===== src/rtl/ir_pkg.sv =====
`default_nettype none
// ============================================================================
// Module   : ir_pkg
// Brief    : Shared FSM states, frame type and NEC timing defaults (50 MHz).
// Revision : 1.0 - initial release
// ============================================================================
package ir_pkg;

  typedef enum logic [2:0] {
    IDLE  = 3'd0,
    LEAD  = 3'd1,
    DATA  = 3'd2,
    CHECK = 3'd3,
    EMIT  = 3'd4
  } ir_state_t;

  typedef struct packed {
    logic [7:0] addr;
    logic [7:0] cmd;
  } ir_frame_t;

  // Gap lengths between successive rising edges, in 50 MHz cycles
  localparam int unsigned NEC_CW         = 20;
  localparam int unsigned NEC_BIT_THRESH = 84375;
  localparam int unsigned NEC_BIT_MIN    = 40000;
  localparam int unsigned NEC_REPEAT_MIN = 500000;
  localparam int unsigned NEC_LEADER_MIN = 620000;
  localparam int unsigned NEC_TIMEOUT    = 750000;

  // Shift register layout is {~cmd, cmd, ~addr, addr}
  function automatic logic frame_ok(input logic [31:0] sr);
    return (sr[15:8] == ~sr[7:0]) && (sr[31:24] == ~sr[23:16]);
  endfunction

  function automatic ir_frame_t frame_of(input logic [31:0] sr);
    ir_frame_t f;
    f.addr = sr[7:0];
    f.cmd  = sr[23:16];
    return f;
  endfunction

endpackage
`default_nettype wire


===== src/rtl/ir_edge_timer.sv =====
`default_nettype none
// ============================================================================
// Module   : ir_edge_timer
// Brief    : IR input synchroniser, rising-edge detect and saturating gap timer.
// Revision : 1.0 - initial release
// ============================================================================
module ir_edge_timer
  import ir_pkg::*;
#(
  parameter int unsigned CW      = NEC_CW,
  parameter int unsigned TIMEOUT = NEC_TIMEOUT
) (
  input  logic          clk,
  input  logic          reset,
  input  logic          ir,
  output logic          rise,
  output logic [CW-1:0] gap
);

  localparam logic [CW-1:0] C_TIMEOUT = CW'(TIMEOUT);

  logic sync_a;
  logic sync_b;
  logic prev;

  assign rise = sync_b & ~prev;

  // Restarting at 1 makes gap equal the edge-to-edge spacing in cycles
  always_ff @(posedge clk or negedge reset) begin
    if (!reset) begin
      sync_a <= 1'b0;
      sync_b <= 1'b0;
      prev   <= 1'b0;
      gap    <= '0;
    end else begin
      sync_a <= ir;
      sync_b <= sync_a;
      prev   <= sync_b;
      if (rise) begin
        gap <= CW'(1);
      end else if (gap < C_TIMEOUT) begin
        gap <= gap + CW'(1);
      end
    end
  end

endmodule
`default_nettype wire


===== src/rtl/ir_frame_ctrl.sv =====
`default_nettype none
// ============================================================================
// Module   : ir_frame_ctrl
// Brief    : NEC IR frame receiver with complement check and valid/ready output.
// Revision : 1.0 - initial release
// ============================================================================
module ir_frame_ctrl
  import ir_pkg::*;
#(
  parameter int unsigned CW         = NEC_CW,
  parameter int unsigned BIT_THRESH = NEC_BIT_THRESH,
  parameter int unsigned BIT_MIN    = NEC_BIT_MIN,
  parameter int unsigned REPEAT_MIN = NEC_REPEAT_MIN,
  parameter int unsigned LEADER_MIN = NEC_LEADER_MIN,
  parameter int unsigned TIMEOUT    = NEC_TIMEOUT
) (
  input  logic       clk,
  input  logic       reset,
  input  logic       ir,
  input  logic       ready,
  output logic [7:0] addr,
  output logic [7:0] cmd,
  output logic       repeat_f,
  output logic       valid,
  output logic       err,
  output logic       overrun,
  output logic       busy
);

  localparam logic [CW-1:0] C_BIT_THRESH = CW'(BIT_THRESH);
  localparam logic [CW-1:0] C_BIT_MIN    = CW'(BIT_MIN);
  localparam logic [CW-1:0] C_REPEAT_MIN = CW'(REPEAT_MIN);
  localparam logic [CW-1:0] C_LEADER_MIN = CW'(LEADER_MIN);
  localparam logic [CW-1:0] C_TIMEOUT    = CW'(TIMEOUT);

  ir_state_t     state;
  ir_state_t     state_nx;
  logic          rise;
  logic [CW-1:0] gap;
  logic          at_timeout;
  logic          bit_one;

  logic [4:0]    bitcnt;
  logic [31:0]   sr;
  ir_frame_t     last;
  logic          have_last;
  logic          rep_pend;

  logic          shift_en;
  logic          bit_clr;
  logic          set_last;
  logic          emit_rep;
  logic          emit_load;
  logic          ovr_set;
  logic          err_nx;

  ir_edge_timer #(
    .CW      (CW),
    .TIMEOUT (TIMEOUT)
  ) u_edge_timer (
    .clk   (clk),
    .reset (reset),
    .ir    (ir),
    .rise  (rise),
    .gap   (gap)
  );

  assign at_timeout = (gap >= C_TIMEOUT);
  assign bit_one    = (gap >= C_BIT_THRESH);
  assign busy       = (state != IDLE);

  always_ff @(posedge clk or negedge reset) begin
    if (!reset) begin
      state <= IDLE;
    end else begin
      state <= state_nx;
    end
  end

  always_comb begin
    state_nx  = state;
    shift_en  = 1'b0;
    bit_clr   = 1'b0;
    set_last  = 1'b0;
    emit_rep  = 1'b0;
    emit_load = 1'b0;
    ovr_set   = 1'b0;
    err_nx    = 1'b0;
    unique case (state)
      IDLE: begin
        if (rise) state_nx = LEAD;
      end
      LEAD: begin
        // A silent leader is just noise, so it times out without an error
        if (at_timeout) begin
          state_nx = IDLE;
        end else if (rise) begin
          if (gap >= C_LEADER_MIN) begin
            state_nx = DATA;
            bit_clr  = 1'b1;
          end else if (gap >= C_REPEAT_MIN) begin
            if (have_last) begin
              state_nx = EMIT;
              emit_rep = 1'b1;
            end else begin
              state_nx = IDLE;
              err_nx   = 1'b1;
            end
          end
        end
      end
      DATA: begin
        if (at_timeout) begin
          state_nx = IDLE;
          err_nx   = 1'b1;
        end else if (rise) begin
          if (gap >= C_BIT_MIN && gap < C_REPEAT_MIN) begin
            shift_en = 1'b1;
            if (bitcnt == 5'd31) state_nx = CHECK;
          end else begin
            state_nx = IDLE;
            err_nx   = 1'b1;
          end
        end
      end
      CHECK: begin
        if (frame_ok(sr)) begin
          state_nx = EMIT;
          set_last = 1'b1;
        end else begin
          state_nx = IDLE;
          err_nx   = 1'b1;
        end
      end
      EMIT: begin
        state_nx = IDLE;
        // A transfer in this same cycle frees the output slot first
        if (!valid || ready) begin
          emit_load = 1'b1;
        end else begin
          ovr_set = 1'b1;
        end
      end
      default: state_nx = IDLE;
    endcase
  end

  always_ff @(posedge clk or negedge reset) begin
    if (!reset) begin
      bitcnt    <= '0;
      sr        <= '0;
      last      <= '0;
      have_last <= 1'b0;
      rep_pend  <= 1'b0;
      addr      <= '0;
      cmd       <= '0;
      repeat_f  <= 1'b0;
      valid     <= 1'b0;
      err       <= 1'b0;
      overrun   <= 1'b0;
    end else begin
      err <= err_nx;

      if (bit_clr) begin
        bitcnt <= '0;
      end else if (shift_en) begin
        bitcnt <= bitcnt + 5'd1;
      end

      // LSB-first reception: new bit enters at the top
      if (shift_en) sr <= {bit_one, sr[31:1]};

      if (err_nx) begin
        have_last <= 1'b0;
      end else if (set_last) begin
        have_last <= 1'b1;
        last      <= frame_of(sr);
      end

      if (set_last) begin
        rep_pend <= 1'b0;
      end else if (emit_rep) begin
        rep_pend <= 1'b1;
      end

      if (emit_load) begin
        addr     <= last.addr;
        cmd      <= last.cmd;
        repeat_f <= rep_pend;
        valid    <= 1'b1;
      end else if (valid && ready) begin
        valid <= 1'b0;
      end

      if (ovr_set) overrun <= 1'b1;
    end
  end

endmodule
`default_nettype wire


===== config.mk =====
export PLATFORM = sky130hd
export DESIGN_NAME = ir_frame_ctrl
export DESIGN_NICKNAME = d
export VERILOG_FILES = /design/src/rtl/ir_pkg.sv /design/src/rtl/ir_edge_timer.sv /design/src/rtl/ir_frame_ctrl.sv
export SDC_FILE = /design/constraint.sdc
export NUM_CORES = 1
export LEC_CHECK = 0
export BUFFER_PORTS_ARGS = -buffer_cell sky130_fd_sc_hd__clkbuf_2
export CORE_ASPECT_RATIO = 0.75
export CORE_UTILIZATION = 30
export CTS_CLUSTER_DIAMETER = 100
export DETAILED_ROUTE_END_ITERATION = 8
export HOLD_SLACK_MARGIN = 0.08
export PLACE_DENSITY = 0.55
export SLEW_MARGIN = 15
export SYNTH_ARGS = -nofsm -noshare
export SYNTH_HDL_FRONTEND = slang
export SYNTH_SLANG_ARGS = --single-unit

===== constraint.sdc =====
create_clock -name clk -period 2.6 [get_ports clk]
set_input_delay 0 -clock clk [delete_from_list [all_inputs] [get_ports clk]]
set_output_delay 0 -clock clk [all_outputs]
set_load 0.05 [all_outputs]

; ---- After elaboration in Yosys (flattened, before gate mapping)
; Index checks and enable logic that the tools add are counted.
; Widths: inputs -> output; s select.
[totals]
reg_bits = 101
in_bits = 4
out_inout_bits = 21
[op_classes]
add_sub_neg = 2
n_lt_le_gt_ge = 7
eq_ne = 12
mux = 52
bitwise_logic = 5
reduce_logical = 14
[op_table]
columns = op, count
row1 = $ge 20x20->1 const B, 2
row2 = $mux 20, 2
row3 = $mux 1, 35
row4 = $mux 3, 11
row5 = $add 20x1->20 const B, 1
row6 = $ge 20x16->1 const B, 1
row7 = $ge 20x17->1 const B, 1
row8 = $ge 20x19->1 const B, 1
row9 = $lt 20x19->1 const B, 1
row10 = $lt 20x20->1 const B, 1
row11 = $eq 8x8->1, 2
row12 = $not 8->8, 2
row13 = $pmux 3 s4, 1
row14 = $mux 5, 2
row15 = $reduce_bool 2->1, 5
row16 = $ne 4x4->1 const B, 2
row17 = $eq 3x2->1 const B, 2
row18 = $ne 3x3->1 const B, 2
row19 = $add 5x1->5 const B, 1
row20 = $eq 5x5->1 const B, 1
row21 = $reduce_and 5->1, 1
row22 = $eq 3x1->1 const B, 1
row23 = $eq 3x3->1 const B, 1
row24 = $logic_and 1x1->1, 3
row25 = other kinds (9), 10

; ---- Longest topological paths before layout
[logic_depth]
depth_word = 8
depth_mapped = 7

; ---- Modules after synthesis
; Synthesis repeated with hierarchy kept, for this count alone.
[unflattened]
hier_cells = 417
area_unflattened_um2 = 4779.6
[modules_own_cells]
columns = mod, n_inst, cells_each, area_per_inst_um2, seq_area_each_um2
row1 = ir_frame_ctrl, 1, 285, 3553.4, 1951.9
row2 = ir_edge_timer, 1, 132, 1226.2, 575.6

; ---- Worst setup path before layout
; No wires, ideal clock.
[synth_timing]
kind = reg2reg
start = register u_edge_timer.gap[7]
end = register sr[10]
t_arrival_ps = 1841
slack_ps = 634
stages_incl_launch_ff = 7
path_buffers = 2
period_less_slack_ps = 1966
cell_sequence = dfrtp_1 clkbuf_8 o31ai_4 a311oi_2 nor4b_4 buf_2 mux2_2
[synth_between]
elab_chain_cells = 6
word_cells_on_any_way = 8
[synth_rtl]
columns = element, line
row1 = start: declaration, ir_edge_timer.sv:17  ; output logic [CW-1:0] gap
row2 = start signal: assignment, ir_edge_timer.sv:42  ; gap <= gap + CW'(1);
row3 = $ge 20x16->1 or $lt 20x19->1 (tied branches), ir_frame_ctrl.sv:117  ; if (gap >= C_BIT_MIN && gap < C_REPEAT_MIN) begin
row4 = $logic_and 1x1->1, ir_frame_ctrl.sv:117
row5 = $mux 1, ir_frame_ctrl.sv:117
row6 = $mux 1, ir_frame_ctrl.sv:116  ; end else if (rise) begin
row7 = $mux 1 (*), ir_frame_ctrl.sv:113  ; if (at_timeout) begin
row8 = $mux 1 (*), ir_frame_ctrl.sv:89  ; unique case (state)
row9 = end signal: assignment, ir_frame_ctrl.sv:171  ; if (shift_en) sr <= {bit_one, sr[31:1]};
row10 = end: declaration, ir_frame_ctrl.sv:44  ; logic [31:0] sr;
; Mark *: on every way between the ends. The rest lies on a longest branch, timed or not.
; A chain may end at the register's enable or synchronous reset.

; ---- Worst setup path after layout
[layout_timing]
start = register u_edge_timer.gap[13]
end = register have_last
[layout_between]
elab_chain_cells = 7
word_cells_on_any_way = 16
[layout_rtl]
columns = element, line
row1 = "$ge 20x19->1, or another cell as far along", ir_frame_ctrl.sv:101  ; end else if (gap >= C_REPEAT_MIN) begin
row2 = $mux 1 or $logic_and 1x1->1 (tied branches), "ir_frame_ctrl.sv:101, ir_frame_ctrl.sv:117"
row3 = $mux 1 (on tied branches), "ir_frame_ctrl.sv:98, ir_frame_ctrl.sv:117"
row4 = $mux 1 (on tied branches), "ir_frame_ctrl.sv:97, ir_frame_ctrl.sv:116"
row5 = $mux 1 (on tied branches), "ir_frame_ctrl.sv:95, ir_frame_ctrl.sv:113"
row6 = $pmux 1 s3 (*), ir_frame_ctrl.sv:89
row7 = $mux 1 or $reduce_bool 2->1 (tied branches), n/a
row8 = end signal: assignment, ir_frame_ctrl.sv:153  ; have_last <= 1'b0;
row9 = end signal: assignment, ir_frame_ctrl.sv:174  ; have_last <= 1'b0;
row10 = end signal: assignment, ir_frame_ctrl.sv:176  ; have_last <= 1'b1;
row11 = end: declaration, ir_frame_ctrl.sv:46  ; logic have_last;
; Marked as above.

==> reports/metrics.yaml <==
finalCriticalPeriod_ps: 2270
seq_area_frac_synth_pct: 50.9
cp.required_ps: 2830
clockBufferDepth: 2
cts.sinks: 101
netlist_instances: 405
cts_root_buf: "clkbuf_16"
routed_wl_microns: 10200
critPathCapture: "have_last$_DFFE_PN0P_"
initial_core_util_pct: 30.8
ant_nets: 0
synth-seq-cells: 101
yosysUniqueCellTypes: 63
slowest_stage: "dfrtp_1"
tightest_slew_ps: 715
p_per_area_mw_per_mm2: 553
r2r-start: "u_edge_timer.gap[13]$_DFFE_PN0P_"
synth_edf_count: 0
worstPathMaxFanout: 10
fin_tns_setup_ps: 0
p_int_mw: 2.32
dpl-instance-area_sq_mm: 0.00522
cap_violations: 0
dp_slack_ps: 374
regArea_sq_mm: 0.00253
power_switching_mw: 0.740
comb_power_share_pct: 4.4
firstDrtPassIters: 4
num_io_pins: 25
syn-mean-instance-area_sq_um: 12.3
grt_max_degree: 53
sw_frac_of_total_pct: 24.2
r2r_setup_slack_ps: 330
critPathCaptureType: "register"
start_kind: "register"
die_x_microns: 151
hold_viol_final: 0
setup.worst_path.start: "u_edge_timer.gap[13]$_DFFE_PN0P_"
avgRoutedWirePerCell_microns: 16.0
gp_congestion: 0.849
clock.fmax_ghz: 0.441
worstRegToRegCells: 5
stdcell_area_sq_mm: 0.00554
port_buffers: 24
worstSetupPathType: "reg2reg"
final_cells: 640
synth_area_sq_mm: 0.00496
ys_warn_count: 0
synth-async-reset-ratio_pct: 100
die-area_sq_mm: 0.0171
skew_ps: 7.44
nNetsFinal: 433
max_stage_delay_ps: 580
hold_path_class: "in2async"
pwr-share-seq_pct: 53.6
clock_latency_ps: 340
grt_setup_unrepaired: "false"
n_antenna_cell: 0
drive_gt1_share_pct: 30.5
slew_headroom_pct: 52.0
grt_pass1_wl_microns: 17500
dr_total_vias: 3262
drc: 0
fillers: 1616
cts_buffers: 9
drt_iter0_markers: 273
dp_hpwl_microns: 6830
post_cts_buffers: 0
antenna_found_initial: 0
via_per_inst: 5.10
ir_drop_uv: 308
setup_ws_ps: 333
first_global_vias: 3251
synth_ff_type: "dfrtp_1"
power.leakage_nw: 2.42
setup_viol: 0
cts.reportedPaths.clkPinSlew_ps: 70
syn_to_final_growth_pct: 11.5
path_cells: "nand3_2, nor3_4, a211oi_1, or3b_1, a31o_2"
finalCritPeriodShare_pct: 87.2
rr_endpoint: "have_last$_DFFE_PN0P_"
status: "finished clean"
multi_input_comb_area_sq_mm: 0.00221
coreArea_sq_mm: 0.0161
gr-total-overflow: 0
cts_tree: "yes"
num_rows: 40
drv_slew: 0
grt_usage_pct: 13.2
place_inst: 621
cp.arrival_ps: 2500
pwr-share-clk_pct: 42.0
cts_max_level: 3
dieHeight_microns: 113
synthesis.nets: 413
==> power groups by stage <==
stage	Sequential, mW	Combinational, mW	Clock [mW]
global placement	1.67	0.133	0
floorplan	1.65	0.0726	0
detailed placement	1.67	0.135	0
global route	1.64	0.153	1.41
CTS	1.64	0.139	1.34
finish	1.64	0.135	1.29
==> critical path: cells and delay by family, from the launching register on <==
| kind | cells | cell delay, ps |
|---|---|---|
| AND/OR/NAND/NOR | 3 | 1130 |
| flip-flops | 1 | 580 |
| AO/OA/AOI/OAI | 2 | 450 |
==> per-stage QoR <==
step	utilization [%]	hold slack (ps)	total power [mW]
floorplan	-	-296	1.73
global placement	32.4	75.4	1.80
detailed placement	32.4	77.5	1.80
CTS	34.3	291	3.12
global route	34.3	300	3.20
finish	34.3	249	3.06
==> worst min-delay path by stage <==
stage,to,cells after the start,startpoint
2_1_floorplan,addr[0]$_DFFE_PN0P_,0,reset
4_1_cts,addr[3]$_DFFE_PN0P_,2,reset
3_3_place_gp,u_edge_timer.sync_a$_DFF_PN0_,1,reset
6_report,u_edge_timer.sync_b$_DFF_PN0_,2,reset
5_1_grt,u_edge_timer.sync_a$_DFF_PN0_,2,ir
3_5_place_dp,u_edge_timer.sync_a$_DFF_PN0_,1,reset
==> per-layer routing <==
metal	routed length [microns]	GRT usage, %	share of wire (%)	vias up
li1	-	-	-	1524
met1	5400	20.6	53	1657
met5	0	0	0	-
met4	125	3.84	1.2	0
met2	4050	17.8	40	72
met3	669	2.96	6.5	9
==> area by class of cell <==
class	instances	share of cell area, %
Sequential cell	101	45.7
Clock inverter	6	0.814
Clock buffer	10	4.32
Inverter	5	0.339
Timing Repair Buffer	33	4.25
Multi-Input combinational cell	275	39.9
Tap cell	210	4.75
==> timing repair <==
action	CTS	global route
hold buffers	3	0
hold endpoints to repair	54	0
resized for setup	0	0
==> registers in the layout (all words and copies together), names as in the netlist, 3 cells and up <==
register / flops
sr: 32
u_edge_timer.gap: 20
last: 16
addr: 8
cmd: 8
bitcnt: 5
state: 3
==> kinds of logic (layout without fill, tap and decap cells) <==
| kind of cell | after synthesis | count (layout) | synth area share [%] |
|---|---|---|---|
| and+or+nand+nor | 111 | 111 | 13.5 |
| DFF | 101 | 101 | 50.9 |
| AOI/OAI and AO/OA | 71 | 71 | 11.0 |
| muxes | 64 | 64 | 14.5 |
| buffers and inverters | 29 | 54 | 4.64 |
| xor gates and xnor gates | 24 | 24 | 4.23 |
| adders and majority gates | 5 | 5 | 1.21 |
==> layout by cell type, fill, tap and decap left out, drive strengths merged, types with 6 or more instances in the layout <==
cell type / synthesis / routed
a2111oi: 6 / 6
a21oi: 16 / 16
and3: 6 / 6
buf: 15 / 7
clkbuf: 9 / 33
dfrtp: 101 / 101
inv: 5 / 7
mux2: 64 / 64
nand2: 17 / 17
nand2b: 10 / 10
nand3: 13 / 13
nand4: 9 / 9
nor2: 20 / 20
nor4: 7 / 7
o21ai: 17 / 17
o31ai: 8 / 8
or4: 8 / 8
xnor2: 22 / 22
==> cells in the mapped netlist (all sizes together), types with 2 or more instances <==
cell | n | area share, %
dfrtp | 101 | 51
mux2 | 64 | 15
xnor2 | 22 | 3.9
nor2 | 20 | 1.6
nand2 | 17 | 1.3
o21ai | 17 | 1.9
a21oi | 16 | 1.9
buf | 15 | 2.7
nand3 | 13 | 1.4
nand2b | 10 | 1.3
clkbuf | 9 | 1.5
nand4 | 9 | 1.1
o31ai | 8 | 1.5
or4 | 8 | 1.2
nor4 | 7 | 0.88
a2111oi | 6 | 1.4
and3 | 6 | 0.86
inv | 5 | 0.38
a31oi | 4 | 0.50
ha | 4 | 1.0
or3 | 4 | 0.50
a211oi | 3 | 0.45
a31o | 3 | 0.53
nor3 | 3 | 0.76
nor3b | 3 | 0.55
o211ai | 3 | 0.45
a311oi | 2 | 0.60
and4 | 2 | 0.35
nand3b | 2 | 0.30
o21a | 2 | 0.45
o21bai | 2 | 0.30
xor2 | 2 | 0.35
No activity file was read; power rests on OpenSTA's default activity.
